--- config.mk ---
export PLATFORM = sky130hd
export DESIGN_NAME = axi_lite_arbiter_2to1
export DESIGN_NICKNAME = d
export VERILOG_FILES = /design/src/rtl/axi_lite_arbiter_2to1.sv
export SDC_FILE = /design/constraint.sdc
export NUM_CORES = 1
export LEC_CHECK = 0
export CELL_PAD_IN_SITES_DETAIL_PLACEMENT = 0
export CELL_PAD_IN_SITES_GLOBAL_PLACEMENT = 1
export CORE_AREA = 4 4 174 176
export CTS_CLUSTER_DIAMETER = 60
export DETAILED_ROUTE_END_ITERATION = 12
export DIE_AREA = 0 0 178 180
export PLACE_DENSITY_LB_ADDON = 0.1
export SETUP_SLACK_MARGIN = 0.1
export SKIP_LAST_GASP = 1
export SYNTH_ARGS = -nofsm -noshare
export SYNTH_HDL_FRONTEND = slang
export SYNTH_SLANG_ARGS = --single-unit
--- constraint.sdc ---
create_clock -name clk -period 4.5 [get_ports clk]
set_input_delay 0.9 -clock clk [delete_from_list [all_inputs] [get_ports clk]]
set_output_delay 0.9 -clock clk [all_outputs]
set_load 0.02 [all_outputs]
--- src/rtl/axi_lite_arbiter_2to1.sv ---
// Two-master to one-slave AXI4-Lite arbiter. Carries one transaction at a time,
// grants round-robin or fixed-priority (s1 first), and routes responses to the granted master.
module axi_lite_arbiter_2to1 #(
    parameter int ADDR_WIDTH  = 32,
    parameter bit ROUND_ROBIN = 1'b1
) (
    input  logic                  clk,
    input  logic                  reset_n,
    input  logic [ADDR_WIDTH-1:0] s0_axi_awaddr,
    input  logic [2:0]            s0_axi_awprot,
    input  logic                  s0_axi_awvalid,
    output logic                  s0_axi_awready,
    input  logic [31:0]           s0_axi_wdata,
    input  logic [3:0]            s0_axi_wstrb,
    input  logic                  s0_axi_wvalid,
    output logic                  s0_axi_wready,
    output logic [1:0]            s0_axi_bresp,
    output logic                  s0_axi_bvalid,
    input  logic                  s0_axi_bready,
    input  logic [ADDR_WIDTH-1:0] s0_axi_araddr,
    input  logic [2:0]            s0_axi_arprot,
    input  logic                  s0_axi_arvalid,
    output logic                  s0_axi_arready,
    output logic [31:0]           s0_axi_rdata,
    output logic [1:0]            s0_axi_rresp,
    output logic                  s0_axi_rvalid,
    input  logic                  s0_axi_rready,
    input  logic [ADDR_WIDTH-1:0] s1_axi_awaddr,
    input  logic [2:0]            s1_axi_awprot,
    input  logic                  s1_axi_awvalid,
    output logic                  s1_axi_awready,
    input  logic [31:0]           s1_axi_wdata,
    input  logic [3:0]            s1_axi_wstrb,
    input  logic                  s1_axi_wvalid,
    output logic                  s1_axi_wready,
    output logic [1:0]            s1_axi_bresp,
    output logic                  s1_axi_bvalid,
    input  logic                  s1_axi_bready,
    input  logic [ADDR_WIDTH-1:0] s1_axi_araddr,
    input  logic [2:0]            s1_axi_arprot,
    input  logic                  s1_axi_arvalid,
    output logic                  s1_axi_arready,
    output logic [31:0]           s1_axi_rdata,
    output logic [1:0]            s1_axi_rresp,
    output logic                  s1_axi_rvalid,
    input  logic                  s1_axi_rready,
    output logic [ADDR_WIDTH-1:0] m_axi_awaddr,
    output logic [2:0]            m_axi_awprot,
    output logic                  m_axi_awvalid,
    input  logic                  m_axi_awready,
    output logic [31:0]           m_axi_wdata,
    output logic [3:0]            m_axi_wstrb,
    output logic                  m_axi_wvalid,
    input  logic                  m_axi_wready,
    input  logic [1:0]            m_axi_bresp,
    input  logic                  m_axi_bvalid,
    output logic                  m_axi_bready,
    output logic [ADDR_WIDTH-1:0] m_axi_araddr,
    output logic [2:0]            m_axi_arprot,
    output logic                  m_axi_arvalid,
    input  logic                  m_axi_arready,
    input  logic [31:0]           m_axi_rdata,
    input  logic [1:0]            m_axi_rresp,
    input  logic                  m_axi_rvalid,
    output logic                  m_axi_rready
);

    typedef enum logic [2:0] {IDLE, RD_REQ, RD_RSP, WR_REQ, WR_RSP} state_t;

    state_t                r_state;
    logic                  r_last;
    logic                  r_gnt;
    logic                  r_awvalid, r_wvalid, r_arvalid;
    logic [ADDR_WIDTH-1:0] r_addr;
    logic [2:0]            r_prot;
    logic [31:0]           r_wdata;
    logic [3:0]            r_wstrb;

    logic [1:0]            w_wr_req, w_rd_req, w_req;
    logic                  w_grant, w_win, w_win_wr;
    logic                  w_aw_pend, w_w_pend;
    logic                  w_rd0, w_rd1, w_wr0, w_wr1;
    logic [ADDR_WIDTH-1:0] w_cap_addr;
    logic [2:0]            w_cap_prot;
    logic [31:0]           w_cap_wdata;
    logic [3:0]            w_cap_wstrb;

    always_comb begin
        w_wr_req = {s1_axi_awvalid & s1_axi_wvalid, s0_axi_awvalid & s0_axi_wvalid};
        w_rd_req = {s1_axi_arvalid, s0_axi_arvalid};
        w_req    = w_wr_req | w_rd_req;
        w_grant  = (r_state == IDLE) && (w_req != 2'b00);
        // NOTE: every branch assigns every output, so no latch can be inferred here.
        if (w_req == 2'b11) begin
            w_win = ROUND_ROBIN ? ~r_last : 1'b1;
        end else begin
            w_win = w_req[1];
        end
        w_win_wr = w_wr_req[w_win];
        if (w_win) begin
            w_cap_addr  = w_win_wr ? s1_axi_awaddr : s1_axi_araddr;
            w_cap_prot  = w_win_wr ? s1_axi_awprot : s1_axi_arprot;
            w_cap_wdata = s1_axi_wdata;
            w_cap_wstrb = s1_axi_wstrb;
        end else begin
            w_cap_addr  = w_win_wr ? s0_axi_awaddr : s0_axi_araddr;
            w_cap_prot  = w_win_wr ? s0_axi_awprot : s0_axi_arprot;
            w_cap_wdata = s0_axi_wdata;
            w_cap_wstrb = s0_axi_wstrb;
        end
    end

    // A channel stays pending until its own handshake; both clear -> response phase.
    assign w_aw_pend = r_awvalid & ~m_axi_awready;
    assign w_w_pend  = r_wvalid & ~m_axi_wready;

    // NOTE: sequential state uses non-blocking assignments so all flops see pre-edge values.
    always_ff @(posedge clk or negedge reset_n) begin
        if (!reset_n) begin
            r_state   <= IDLE;
            r_last    <= 1'b1;
            r_gnt     <= 1'b0;
            r_awvalid <= 1'b0;
            r_wvalid  <= 1'b0;
            r_arvalid <= 1'b0;
            r_addr    <= '0;
            r_prot    <= '0;
            r_wdata   <= '0;
            r_wstrb   <= '0;
        end else begin
            case (r_state)
                IDLE: if (w_grant) begin
                    r_gnt  <= w_win;
                    r_last <= w_win;
                    r_addr <= w_cap_addr;
                    r_prot <= w_cap_prot;
                    if (w_win_wr) begin
                        r_wdata   <= w_cap_wdata;
                        r_wstrb   <= w_cap_wstrb;
                        r_awvalid <= 1'b1;
                        r_wvalid  <= 1'b1;
                        r_state   <= WR_REQ;
                    end else begin
                        r_arvalid <= 1'b1;
                        r_state   <= RD_REQ;
                    end
                end
                RD_REQ: if (m_axi_arready) begin
                    r_arvalid <= 1'b0;
                    r_state   <= RD_RSP;
                end
                RD_RSP: if (m_axi_rvalid && m_axi_rready) r_state <= IDLE;
                WR_REQ: begin
                    r_awvalid <= w_aw_pend;
                    r_wvalid  <= w_w_pend;
                    if (!w_aw_pend && !w_w_pend) r_state <= WR_RSP;
                end
                WR_RSP: if (m_axi_bvalid && m_axi_bready) r_state <= IDLE;
                default: r_state <= IDLE;
            endcase
        end
    end

    assign s0_axi_awready = w_grant & ~w_win & w_win_wr;
    assign s0_axi_wready  = w_grant & ~w_win & w_win_wr;
    assign s0_axi_arready = w_grant & ~w_win & ~w_win_wr;
    assign s1_axi_awready = w_grant & w_win & w_win_wr;
    assign s1_axi_wready  = w_grant & w_win & w_win_wr;
    assign s1_axi_arready = w_grant & w_win & ~w_win_wr;

    // Read and write share one address register since only one transaction is in flight.
    assign m_axi_awaddr  = r_addr;
    assign m_axi_awprot  = r_prot;
    assign m_axi_awvalid = r_awvalid;
    assign m_axi_wdata   = r_wdata;
    assign m_axi_wstrb   = r_wstrb;
    assign m_axi_wvalid  = r_wvalid;
    assign m_axi_araddr  = r_addr;
    assign m_axi_arprot  = r_prot;
    assign m_axi_arvalid = r_arvalid;

    assign w_rd0 = (r_state == RD_RSP) && !r_gnt;
    assign w_rd1 = (r_state == RD_RSP) && r_gnt;
    assign w_wr0 = (r_state == WR_RSP) && !r_gnt;
    assign w_wr1 = (r_state == WR_RSP) && r_gnt;

    assign m_axi_rready = (w_rd0 & s0_axi_rready) | (w_rd1 & s1_axi_rready);
    assign m_axi_bready = (w_wr0 & s0_axi_bready) | (w_wr1 & s1_axi_bready);

    assign s0_axi_rvalid = w_rd0 & m_axi_rvalid;
    assign s0_axi_rdata  = w_rd0 ? m_axi_rdata : '0;
    assign s0_axi_rresp  = w_rd0 ? m_axi_rresp : '0;
    assign s1_axi_rvalid = w_rd1 & m_axi_rvalid;
    assign s1_axi_rdata  = w_rd1 ? m_axi_rdata : '0;
    assign s1_axi_rresp  = w_rd1 ? m_axi_rresp : '0;
    assign s0_axi_bvalid = w_wr0 & m_axi_bvalid;
    assign s0_axi_bresp  = w_wr0 ? m_axi_bresp : '0;
    assign s1_axi_bvalid = w_wr1 & m_axi_bvalid;
    assign s1_axi_bresp  = w_wr1 ? m_axi_bresp : '0;

endmodule

==> impl_metrics.tcl, run 1 <==
set metrics [dict create \
    grt_pass1_vias 5751 \
    clockBufferDepth 2 \
    gp_congestion 0.722 \
    io_buffers 457 \
    ys_seq_area_frac 0.366 \
    cts.sinks 79 \
    r2r-end "m_axi_araddr[10]$_DFFE_PN0P_" \
    grt_antenna_before_repair 1 \
    synth_common_cells "108 x mux2i_1, 78 x dfrtp_1, 50 x buf_4" \
    grt_pass1_wl_um 37300 \
    viasPerCell 4.14 \
    grt_usage 0.154 \
    synth.distinct_cells 35 \
    power_frac_comb 0.624 \
    die_area_um2 32000 \
    drt-pass1-iter-count 4 \
    rsz0062_at_grt "no" \
    wl_met2_um 14200 \
    antennaDiodeCount 0 \
    first_iter_violations 166 \
    fmax_mhz 275 \
    drc 0 \
    cts-root-buf "clkbuf_16" \
    cts_buffers 9 \
    seqPwrFrac 0.240 \
    layout.nets 1214 \
    ant_nets 0 \
    final-setup-viol-count 0 \
    p_sw_frac 0.439 \
    clk_latency_ns 0.34 \
    r2r-start "r_last$_DFFE_PN1P_" \
    ir_drop_v 0.000326 \
    drive_gt1_frac 0.0744 \
    wl_met3_um 2070 \
    hold_class "flop to flop" \
    htreeDepth 3 \
    hold_depth 1 \
    synth_seq_cells 79 \
    async_reset_ff_frac 1.00 \
    slew_headroom 0.386 \
    fillerInstances 2881 \
    p_leak_nw 4.39 \
    rows 62 \
    die_w_um 178 \
    switchingPower_mw 2.51 \
    boundaryPins 458 \
    crit_fanout 4 \
    cts_resized 0 \
    placed_cells 1322 \
    layoutNonFillerInstCount 1338 \
    num_vias 5539 \
    coreArea_um2 28600 \
    final.period_utilization 0.808 \
    ys.flop_type "dfrtp_1" \
    wire_per_inst_um 19.4 \
    path_class "input pin to primary output" \
    crit_required_ns 3.60 \
    synth_top_area_frac 0.362 \
    synth.cell_area_um2 5400 \
    endpoint_kind "primary output" \
    yosys_warnings 0 \
    initial_core_util 0.189 \
    synthCells 547 \
    grt_max_degree 66 \
    regToRegSetupSlack_ns 2.16 \
    dp_hpwl_um 20800 \
    crit_path_start "s0_axi_arvalid" \
    syn_nets 812 \
    place_ws_ns 0.847 \
    cp-start-kind "input pin" \
    postCtsSetupBuffers 0 \
    pwr-share-clk 0.135 \
    ctsHoldBuffers 0 \
    wl_um 26000 \
    hold_violations 0 \
    min_to "m_axi_arvalid$_DFFE_PN0P_" \
    finalSetupTns_ns 0 \
    synth_most_common_cell "mux2i_1" \
    skew_ns 0.00940 \
    syn-mean-instance-area_um2 9.87 \
    internal-power_mw 3.21 \
    cts_tree "yes" \
    worst_pin_slew_ns 0.922 \
    hold_start "m_axi_arvalid$_DFFE_PN0P_" \
    cp.arrival_ns 2.73 \
    worstRegToRegCells 5 \
    power.density_nw_per_um2 554 \
    cap_violations 0 \
    yosys-top-cells-area "dfrtp_1 36%, mux2i_1 20%, o221ai_2 7.8%" \
    syn2layout_area_growth_pct 91.4 \
    die_h_um 180 \
    synth-edff-count 0 \
    slew_violations 0 \
    setup_slack_ns 0.865 \
    synth.largest_area_cell "dfrtp_1" \
    status "complete, no violations" \
    top_layer "met5" \
    wl_met1_um 9440 \
    clkSlewWorstSetupHoldPaths_ns 0.06 \
    gr-total-overflow 0 \
    min_period_ns 3.63 \
]
==> state kept, by name, summed over array words and instances, names as in the netlist <==
register / cells
m_axi_araddr: 32
m_axi_wdata: 32
m_axi_wstrb: 4
m_axi_arprot: 3
r_state: 3
m_axi_arvalid: 1
m_axi_awvalid: 1
m_axi_wvalid: 1
r_gnt: 1
r_last: 1
==> metal layers <==
layer	GRT usage	up-vias
li1	-	2714
met5	0	-
met3	0.0403	17
met1	0.165	2560
met4	0.0328	2
met2	0.299	246
==> cells in the final DEF (no fill, tap or decap), drive strengths merged, types with 5 or more instances in the layout <==
master / Yosys / final
o221ai: 35 / 35
a21oi: 44 / 44
buf: 70 / 15
nor2: 48 / 48
nor2b: 5 / 5
and3: 40 / 40
clkdlybuf4s50: 0 / 456
and2: 39 / 39
dfrtp: 78 / 78
nand2: 47 / 47
mux2i: 108 / 108
clkbuf: 10 / 9
==> worst max path at each step <==
stage | depth (start not counted) | end
after floorplan | 5 | s1_axi_wready
after global placement | 5 | s1_axi_awready
after detailed placement | 5 | s1_axi_awready
after CTS | 5 | s1_axi_awready
after global routing | 4 | s0_axi_rresp[0]
final | 5 | s1_axi_wready
==> power by group through the flow <==
| stage | logic, mW | registers [mW] | clock network [mW] |
|---|---|---|---|
| 6_report | 3.57 | 1.37 | 0.775 |
| 5_1_grt | 3.84 | 1.43 | 0.844 |
| 4_1_cts | 3.65 | 1.39 | 0.813 |
| 3_5_place_dp | 3.65 | 1.39 | 0 |
| 3_3_place_gp | 3.65 | 1.39 | 0 |
| 2_1_floorplan | 1.78 | 1.67 | 0 |
==> logic make-up (layout without fill, tap and decap cells) <==
kind of cell	after synthesis	count (layout)	share of synthesized area
AND/OR/NAND/NOR	190	190	0.181
multiplexers	108	108	0.200
AO/OA/AOI/OAI	89	89	0.144
buffers and inverters	81	488	0.108
flip-flops	79	79	0.366
==> metrics by stage <==
step	total power [mW]	hold slack (ns)	util	instance area, µm²
final	5.72	0.506	0.361	10300
after global routing	6.12	0.539	0.361	10300
after CTS	5.85	0.522	0.361	10300
after detailed placement	5.04	0.508	0.350	10000
after global placement	5.04	0.488	0.350	10000
after floorplan	3.45	0.480	-	5400
==> worst max-delay path, cell delays in order <==
cell and delay (ns):
clkdlybuf4s50_1 0.45, nand2b_1 0.26, a21boi_2 0.28, nor2b_1 0.21
clkdlybuf4s50_1 0.63
==> layout make-up <==
type	count	area, µm²	share of cell area
inverter	1	3.75	0.000363
clock inverter	7	78.8	0.00763
clock buffer	9	225	0.0218
sequential	79	1980	0.191
timing repair buffer	471	4700	0.455
tap	384	480	0.0465
multi-input combinational	387	2860	0.277
No activity file was read; power rests on OpenSTA's default activity.
==> run 2: changes to the inputs <==
- CORE_AREA: 4 4 174 176 -> default
- CORE_ASPECT_RATIO: default -> 0.75
- CORE_MARGIN: default -> 4
- CORE_UTILIZATION: default -> 20
- DIE_AREA: 0 0 178 180 -> default
- clock period: 4.5 -> 2.9 ns (I/O delays scaled with it)
==> run 2 against run 1 <==
Effect of this change: critical path depth stayed put; core utilization is 3.6 points higher; flip-flop and latch count stayed put; sequential share of layout area is 0.21 points lower; wire length is 4.5% lower; clock power is 46% higher; highest routed layer is now met4; critical path type is now flop to primary output.
==> impl_metrics.tcl, run 2 (same netlist as run 1, synthesis figures left out) <==
set metrics [dict create \
    status "complete, no violations" \
    layout.nets 1219 \
    final.period_utilization 0.932 \
    clk_latency_ns 0.35 \
    hold_ws_ns 0.179 \
    rows 51 \
    drc 0 \
    path_class "flop to primary output" \
    final_common_cell "clkdlybuf4s50_1" \
    finalSetupTns_ns 0 \
    initial_core_util 0.205 \
    grtUsageMet3 0.0512 \
    dp_hpwl_um 19900 \
    grt_max_degree 49 \
    seqPwrFrac 0.234 \
    crit_required_ns 2.32 \
    grt_pass1_wl_um 35800 \
    endpoint_kind "primary output" \
    cts_tree "yes" \
    die_area_um2 29700 \
    grt_usage 0.157 \
    clockBufferDepth 2 \
    worst_pin_slew_ns 0.490 \
    fillerInstances 2656 \
    power.density_nw_per_um2 848 \
    pwr-share-clk 0.128 \
    die_h_um 150 \
    p_sw_frac 0.440 \
    slew_headroom 0.673 \
    crit_chain "buf_4 > nor3b_2 > buf_12 > and3_1 > clkdlybuf4s50_1" \
    first_iter_violations 99 \
    p_leak_nw 5.31 \
    io_buffers 457 \
    slowest_stage "clkdlybuf4s50_1" \
    postCtsSetupBuffers 0 \
    cts.sinks 79 \
    hold_violations 0 \
    drt-pass1-iter-count 4 \
    ant_nets 0 \
    gr-total-overflow 0 \
    fmax_mhz 370 \
    hold_class "input pin to asynchronous set/reset pin" \
    min_period_ns 2.70 \
    cts_buffers 9 \
    grt_pass1_vias 5658 \
    busiest_layer "met2" \
    ir_drop_v 0.000638 \
    num_vias 5482 \
    cpPeakStageDelay_ns 0.61 \
    finalPower_mw 8.86 \
    viasPerCell 4.21 \
    final_cell_mix "379 x clkdlybuf4s50_1, 108 x mux2i_1, 78 x dfrtp_1" \
    slew_violations 0 \
    wl_um 24900 \
    final-setup-viol-count 0 \
    drive_gt1_frac 0.0834 \
    power_frac_comb 0.638 \
    clkSlewWorstSetupHoldPaths_ns 0.07 \
    crit_fanout 35 \
    grtUsageMet1 0.186 \
    boundaryPins 458 \
    cp.arrival_ns 2.12 \
    cp-start-kind "flop" \
    htreeDepth 3 \
    antennaDiodeCount 0 \
    cap_violations 0 \
    gp_congestion 0.745 \
    ctsHoldBuffers 0 \
    skew_ns 0.0134 \
    grt_antenna_before_repair 0 \
    syn2layout_area_growth_pct 93.5 \
    grt_util_met2 0.283 \
    wire_per_inst_um 19.1 \
    switchingPower_mw 3.89 \
    rsz0062_at_grt "no" \
    cts-root-buf "clkbuf_16" \
    die_w_um 198 \
    coreArea_um2 26300 \
    internal-power_mw 4.96 \
]
run 2: changes by cell type in the layout (fill, tap and decap cells not counted), sizes merged:
| cell | delta |
|---|---|
| buf | +8 |
| clkdlybuf4s50 | -77 |
| dlygate4sd2 | +36 |
| inv | +2 |
| dlymetal6s2s | +38 |
| bufinv | -1 |
| clkinvlp | -1 |
run 2: metrics by stage:
stage | utilization | setup slack [ns] | area, µm² | std cells
floorplan | - | 0.773 | 5400 | 547
CTS | 0.394 | 0.110 | 10400 | 1303
finish | 0.397 | 0.197 | 10400 | 1303
global placement | 0.384 | 0.0365 | 10100 | 1287
global route | 0.397 | 0.100 | 10400 | 1303
detailed placement | 0.384 | 0.0125 | 10100 | 1287
run 2: per-layer routing:
layer / vias to the layer above / wire (µm)
met5: - / 0
met4: 0 / 193
met3: 10 / 2110
met2: 217 / 12800
met1: 2521 / 9780
li1: 2734 / -
run 2: path summary, 6_finish.rpt:
kind | start | end | slack (ns) | cells after the start
setup reg to reg | r_last$_DFFE_PN1P_ | m_axi_wstrb[0]$_DFFE_PN0P_ | 0.97 | 6
setup / recovery | r_state[2]$_DFFE_PN0P_ | s1_axi_rdata[31] | 0.20 | 5
hold reg to reg | m_axi_arvalid$_DFFE_PN0P_ | m_axi_arvalid$_DFFE_PN0P_ | 0.51 | 1
max in group asynchronous | reset_n | r_last$_DFFE_PN1P_ | 2.01 | 2
min in group clk | m_axi_arvalid$_DFFE_PN0P_ | m_axi_arvalid$_DFFE_PN0P_ | 0.51 | 1
hold / removal | reset_n | m_axi_araddr[11]$_DFFE_PN0P_ | 0.18 | 1
run 2: power groups by stage:
| stage | logic, mW | clock network (mW) | registers, mW |
|---|---|---|---|
| 6_report | 5.65 | 1.13 | 2.07 |
| 5_1_grt | 6.06 | 1.23 | 2.16 |
| 4_1_cts | 5.77 | 1.19 | 2.09 |
| 3_5_place_dp | 5.82 | 0 | 2.09 |
| 3_3_place_gp | 5.86 | 0 | 2.09 |
| 2_1_floorplan | 2.77 | 0 | 2.59 |
run 2: what timing repair did:
action                                  CTS  global route
resized for setup                        37            38
gates cloned                              0             0
endpoints found under the setup margin   39            38
run 2: critical path: cells and delay by family, from the launching register on:
kind / cells / cell delay, ns
flip-flops: 1 / 0.37
buffers and inverters: 3 / 0.99
AND/OR/NAND/NOR: 2 / 0.42
run 2: area by class of cell:
type	instances	area, µm²	area share
Clock buffer	9	225	0.0216
Clock inverter	7	61.3	0.00587
Inverter	1	3.75	0.000359
Multi-Input combinational cell	387	2870	0.274
Sequential cell	79	1980	0.189
Tap cell	344	430	0.0412
Timing Repair Buffer	476	4880	0.467
